===== config.mk =====
export PLATFORM = sky130hd
export DESIGN_NAME = instruction_encoder_flat
export DESIGN_NICKNAME = d
export VERILOG_FILES = /design/src/rtl/instruction_encoder_if.sv /design/src/rtl/instruction_encoder.sv /design/src/flat_wrapper.sv
export SDC_FILE = /design/constraint.sdc
export NUM_CORES = 1
export LEC_CHECK = 0
export BUFFER_PORTS_ARGS = -buffer_cell sky130_fd_sc_hd__buf_2
export CAP_MARGIN = 5
export CORE_ASPECT_RATIO = 1.2
export CORE_MARGIN = 5
export CORE_UTILIZATION = 48
export DETAILED_ROUTE_END_ITERATION = 8
export PLACE_DENSITY = 0.79
export SLEW_MARGIN = 20
export SYNTH_ARGS = -nofsm -noshare
export SYNTH_HDL_FRONTEND = slang
export SYNTH_SLANG_ARGS = --single-unit
export TNS_END_PERCENT = 100

===== constraint.sdc =====
create_clock -name clk -period 2.25 [get_ports clk]
set_input_delay 0.5625 -clock clk [delete_from_list [all_inputs] [get_ports clk]]
set_output_delay 0.5625 -clock clk [all_outputs]
set_load 0.02 [all_outputs]

===== src/rtl/instruction_encoder_if.sv =====
// Field-bundle input channel and instruction-memory write channel of the encoder.
interface instruction_encoder_if #(
  parameter int ADDR_W = 6
);
  logic              start;
  logic              in_valid;
  logic              in_ready;
  logic              in_last;
  logic [5:0]        op;
  logic [5:0]        func;
  logic [4:0]        src1;
  logic [4:0]        src2;
  logic [4:0]        dest;
  logic [15:0]       imm;
  logic              wr_en;
  logic              wr_ready;
  logic [ADDR_W-1:0] wr_addr;
  logic [31:0]       wr_data;
  logic              done;
  logic              illegal;

  modport slave (
    input  start, in_valid, in_last, op, func, src1, src2, dest, imm, wr_ready,
    output in_ready, wr_en, wr_addr, wr_data, done, illegal
  );

  modport master (
    output start, in_valid, in_last, op, func, src1, src2, dest, imm, wr_ready,
    input  in_ready, wr_en, wr_addr, wr_data, done, illegal
  );
endinterface


===== src/rtl/instruction_encoder.sv =====
// Packs op/func/register/immediate fields into MIPS words and streams them to
// instruction memory at sequential addresses during a load session.
module instruction_encoder #(
  parameter int                ADDR_W    = 6,
  parameter logic [ADDR_W-1:0] BASE_ADDR = '0
) (
  input  logic                  clk,
  input  logic                  reset,
  instruction_encoder_if.slave  bus
);

  typedef enum logic [1:0] {IDLE, LOAD, DRAIN, DONE} state_t;

  state_t            state, state_nxt;
  logic [ADDR_W-1:0] cnt;
  logic [ADDR_W-1:0] cnt_inc;
  logic              legal;
  logic [31:0]       word;
  logic              accept;
  logic              load_word;
  logic              wrap;

  assign cnt_inc = cnt + 1'b1;

  always_comb begin
    legal = 1'b0;
    word  = '0;
    if (bus.op == 6'h00) begin
      if (bus.func == 6'h00) begin
        legal = 1'b1;
        word  = {6'h00, 5'd0, bus.src1, bus.dest, bus.src2, 6'h00};
      end else if (bus.func inside {6'h20, 6'h22, 6'h24, 6'h25, 6'h2A}) begin
        legal = 1'b1;
        word  = {6'h00, bus.src1, bus.src2, bus.dest, 5'd0, bus.func};
      end
    end else if (bus.op inside {6'h23, 6'h2B, 6'h08, 6'h04, 6'h05}) begin
      legal = 1'b1;
      word  = {bus.op, bus.src1, bus.dest, bus.imm};
    end
  end

  always_comb begin
    state_nxt    = state;
    bus.in_ready = (state == LOAD) && (!bus.wr_en || bus.wr_ready);
    bus.done     = (state == DONE);
    accept       = bus.in_valid && bus.in_ready;
    load_word    = accept && legal;
    // A legal word whose successor address is the base would overwrite the first word.
    wrap         = load_word && (cnt_inc == BASE_ADDR);
    unique case (state)
      IDLE:  if (bus.start) state_nxt = LOAD;
      LOAD:  if (accept && (bus.in_last || wrap)) state_nxt = DRAIN;
      DRAIN: if (!bus.wr_en) state_nxt = DONE;
      DONE:  state_nxt = IDLE;
      default: state_nxt = IDLE;
    endcase
  end

  always_ff @(posedge clk) begin
    if (reset) begin
      state       <= IDLE;
      cnt         <= BASE_ADDR;
      bus.wr_en   <= 1'b0;
      bus.wr_addr <= BASE_ADDR;
      bus.wr_data <= '0;
      bus.illegal <= 1'b0;
    end else begin
      state <= state_nxt;
      if (state == IDLE && bus.start) begin
        cnt         <= BASE_ADDR;
        bus.illegal <= 1'b0;
      end
      // Loading a new word takes priority over draining, giving one word per cycle.
      if (load_word) begin
        bus.wr_en   <= 1'b1;
        bus.wr_addr <= cnt;
        bus.wr_data <= word;
        cnt         <= cnt_inc;
      end else if (bus.wr_ready) begin
        bus.wr_en <= 1'b0;
      end
      if (accept && !legal) bus.illegal <= 1'b1;
    end
  end

endmodule


===== src/flat_wrapper.sv =====
// flat-port wrapper written by rule: the top's interface ports become plain ports
module instruction_encoder_flat 
#(
  parameter int                ADDR_W    = 6,
  parameter logic [ADDR_W-1:0] BASE_ADDR = '0
)
  (clk, reset, bus_start, bus_in_valid, bus_in_last, bus_op, bus_func, bus_src1, bus_src2, bus_dest, bus_imm, bus_wr_ready, bus_in_ready, bus_wr_en, bus_wr_addr, bus_wr_data, bus_done, bus_illegal);
  instruction_encoder_if #(.ADDR_W(ADDR_W)) bus_i ();
  input  logic clk;
  input  logic reset;
  input wire logic [$bits(bus_i.start)-1:0] bus_start;
  input wire logic [$bits(bus_i.in_valid)-1:0] bus_in_valid;
  input wire logic [$bits(bus_i.in_last)-1:0] bus_in_last;
  input wire logic [$bits(bus_i.op)-1:0] bus_op;
  input wire logic [$bits(bus_i.func)-1:0] bus_func;
  input wire logic [$bits(bus_i.src1)-1:0] bus_src1;
  input wire logic [$bits(bus_i.src2)-1:0] bus_src2;
  input wire logic [$bits(bus_i.dest)-1:0] bus_dest;
  input wire logic [$bits(bus_i.imm)-1:0] bus_imm;
  input wire logic [$bits(bus_i.wr_ready)-1:0] bus_wr_ready;
  output wire logic [$bits(bus_i.in_ready)-1:0] bus_in_ready;
  output wire logic [$bits(bus_i.wr_en)-1:0] bus_wr_en;
  output wire logic [$bits(bus_i.wr_addr)-1:0] bus_wr_addr;
  output wire logic [$bits(bus_i.wr_data)-1:0] bus_wr_data;
  output wire logic [$bits(bus_i.done)-1:0] bus_done;
  output wire logic [$bits(bus_i.illegal)-1:0] bus_illegal;
  assign bus_i.start = bus_start;
  assign bus_i.in_valid = bus_in_valid;
  assign bus_i.in_last = bus_in_last;
  assign bus_i.op = bus_op;
  assign bus_i.func = bus_func;
  assign bus_i.src1 = bus_src1;
  assign bus_i.src2 = bus_src2;
  assign bus_i.dest = bus_dest;
  assign bus_i.imm = bus_imm;
  assign bus_i.wr_ready = bus_wr_ready;
  assign bus_in_ready = bus_i.in_ready;
  assign bus_wr_en = bus_i.wr_en;
  assign bus_wr_addr = bus_i.wr_addr;
  assign bus_wr_data = bus_i.wr_data;
  assign bus_done = bus_i.done;
  assign bus_illegal = bus_i.illegal;
  instruction_encoder #(.ADDR_W(ADDR_W), .BASE_ADDR(BASE_ADDR)) u_core (.clk(clk), .reset(reset), .bus(bus_i));
endmodule

==> impl_metrics.json <==
{
  "dp_cells": 420,
  "boundaryPins": 91,
  "dr.pass1.iters": 4,
  "ys_types": 49,
  "root_buffer": "clkbuf_8",
  "grt_pass1_wl_mm": 10.3,
  "grt_usage_pct": 20.3,
  "chipWidth_um": 73.2,
  "drv_cap": 0,
  "path_max_fanout": 8,
  "status": "finished clean",
  "drcViolationCount": 0,
  "diodes": 0,
  "synth_ff_type": "dfxtp_1",
  "dieArea_um2": 6290,
  "viasPerCell": 5.54,
  "grt-busiest-layer": "met2",
  "synth_edf_count": 0,
  "final_cells": 428,
  "criticalPathCategory": "reg2reg",
  "use_met1_pct": 24.5,
  "yosys.area.top_type_share_pct": 41.7,
  "ys_seq_area_share_pct": 41.7,
  "drv_slew": 0,
  "vdd_drop_max_v": 0.000558,
  "dp_hpwl_mm": 4.98,
  "gp_congestion": 0.841,
  "synth_top_cell_by_area": "dfxtp_1",
  "setup_viol": 0,
  "grt_pass1_vias": 2233,
  "portBuffers": 90,
  "drt_wl_total_mm": 6.50,
  "ys_top_cells_by_count": "dfxtp_1 (48), nor2_1 (40), nand2_1 (29), nor3_1 (22), a21oi_1 (21)",
  "htreeDepth": 2,
  "cp.arrival_ps": 2260,
  "fin_crit_sh_pct": 91.3,
  "placedInstanceArea_um2": 2880,
  "drtAntennaViolNets": 0,
  "gr-total-overflow": 0,
  "tns_ps": 0,
  "worstSetupStartpointType": "flop",
  "ys_ff_latch": 48,
  "fin_nets": 425,
  "syn_area_um2": 2300,
  "max_clock_freq_mhz": 487,
  "syn_avg_cell_area_um2": 8.38,
  "grtUsageMet2_pct": 36.4,
  "yosys_warnings": 0,
  "antenna_found_initial": 0,
  "cp.required_ps": 2460,
  "cts_hold_buf": 0,
  "cts.sinks": 48,
  "start_util_pct": 49.8,
  "crit_path_end_kind": "flop",
  "drt_iter0_drc": 160,
  "synth.most_common_cell": "dfxtp_1",
  "hold_ws_ps": 454,
  "skew_ps": 15.5,
  "row_count": 27,
  "slew_headroom_pct": 67.6,
  "cts_tree": "done",
  "die_y_um": 85.9,
  "cts_max_path_buffers": 2,
  "rsz0062_at_grt": "no",
  "core_um2": 4630,
  "worstSkewPairLatency_ps": 300,
  "gr-usage-met3_pct": 3.75,
  "syn_nets": 331,
  "synthArstFlopShare_pct": 0,
  "wl_per_cell_um": 15.2,
  "drive_gt1_share_pct": 34.1,
  "hold_viol_final": 0,
  "cts_resized": 0,
  "route.vias.total": 2372,
  "stdcell_area_um2": 3010,
  "area_growth_pct": 30.7,
  "p_per_area_nw_per_um2": 640,
  "clkTransAtPathRegs_ps": 80,
  "utilization_pct": 65.0,
  "cts_setup_buffers": 0,
  "worst_slew_pin_slew_ps": 486,
  "cts_buffers": 5,
  "grt_max_degree": 28,
  "fin_crit_ps": 2050,
  "leakagePower_uw": 0.00129,
  "synthTopCellsByArea": "dfxtp_1 (42%), nor2_1 (6.5%), a221oi_1 (5.3%), nor3_1 (4.8%), nand2_1 (4.7%)",
  "worstHoldPathType": "reg2reg",
  "syn_inst": 275
}
## state kept, by name, summed over array words and instances, names as in the netlist
name	cells
u_core.bus.wr_addr	6
u_core.bus.illegal	1
u_core.bus.wr_en	1
u_core.cnt	6
u_core.bus.wr_data	32
u_core.state	2
## cell usage in the layout (no fill, tap or decap), drive strengths merged, types with 3 or more instances in the layout
| cell type | Yosys | final |
|---|---|---|
| a311oi | 3 | 3 |
| and2 | 3 | 3 |
| buf | 7 | 105 |
| nand3 | 15 | 15 |
| inv | 3 | 3 |
| ha | 7 | 7 |
| dfxtp | 48 | 48 |
| a211oi | 7 | 7 |
| clkbuf | 11 | 6 |
| a221oi | 14 | 14 |
| nor2 | 42 | 42 |
| a21oi | 21 | 21 |
| nand2 | 30 | 30 |
| a22oi | 8 | 8 |
| o21ai | 3 | 3 |
| nand2b | 4 | 4 |
| nor3 | 23 | 23 |
## worst paths after layout
| path | startpoint | to | slack, ps | depth (start not counted) |
|---|---|---|---|---|
| worst min-delay path | u_core.bus.wr_data[29] | u_core.bus.wr_data[29] | 450 | 2 |
| worst max register to register | u_core.state[1] | u_core.cnt[5] | 200 | 8 |
| worst min register to register | u_core.bus.wr_data[29] | u_core.bus.wr_data[29] | 450 | 2 |
| worst max-delay path | u_core.state[1] | u_core.cnt[5] | 200 | 8 |
## area by class of cell
cell class              count  area (um^2)
inverters                   3         11.3
flip-flops and latches     48          961
fillers                   417         1620
multi-input cells         206         1250
repair buffers            105          592
clock inverters             2         38.8
well taps                  58         72.6
clock buffers               6         82.6
## per-layer routing
layer,vias to the layer above,part of all wire [%]
li1,1183,-
met1,1091,40
met2,85,50
met3,13,8.4
met4,0,1.6
met5,-,0
## worst max-delay path, stage by stage (launching register included)
cell and delay, ps:
dfxtp_1 340, inv_1 120, ha_1 210, nand3_1 220, nor3_4 320, or2_1 260
buf_4 190, o21ai_1 70, a311oi_1 240
## report_power, final
| part | leakage, uW | internal [uW] | switching, uW | total, uW |
|---|---|---|---|---|
| Combinational | 0.000839 | 148 | 220 | 369 |
| Sequential | 0.000387 | 878 | 21.6 | 900 |
| Clock | 0.0000614 | 364 | 294 | 658 |
## cell families after synthesis
kind of cell               after synthesis  share of synthesized area (%)
xor gates and xnor gates                 1                          0.380
and+or+nand+nor                        131                           28.0
adders and majority gates                7                           3.80
buffers and inverters                   21                           4.18
muxes                                    2                          0.923
DFF                                     48                           41.7
AOI/OAI and AO/OA                       65                           21.0
## per-stage QoR
stage | setup slack [ps] | total power (uW)
floorplan | 229 | 1140
global placement | -7.34 | 1270
detailed placement | -40.7 | 1280
CTS | 118 | 1930
global route | 26.3 | 2020
finish | 195 | 1930
Power figures use the tool's default switching activity.
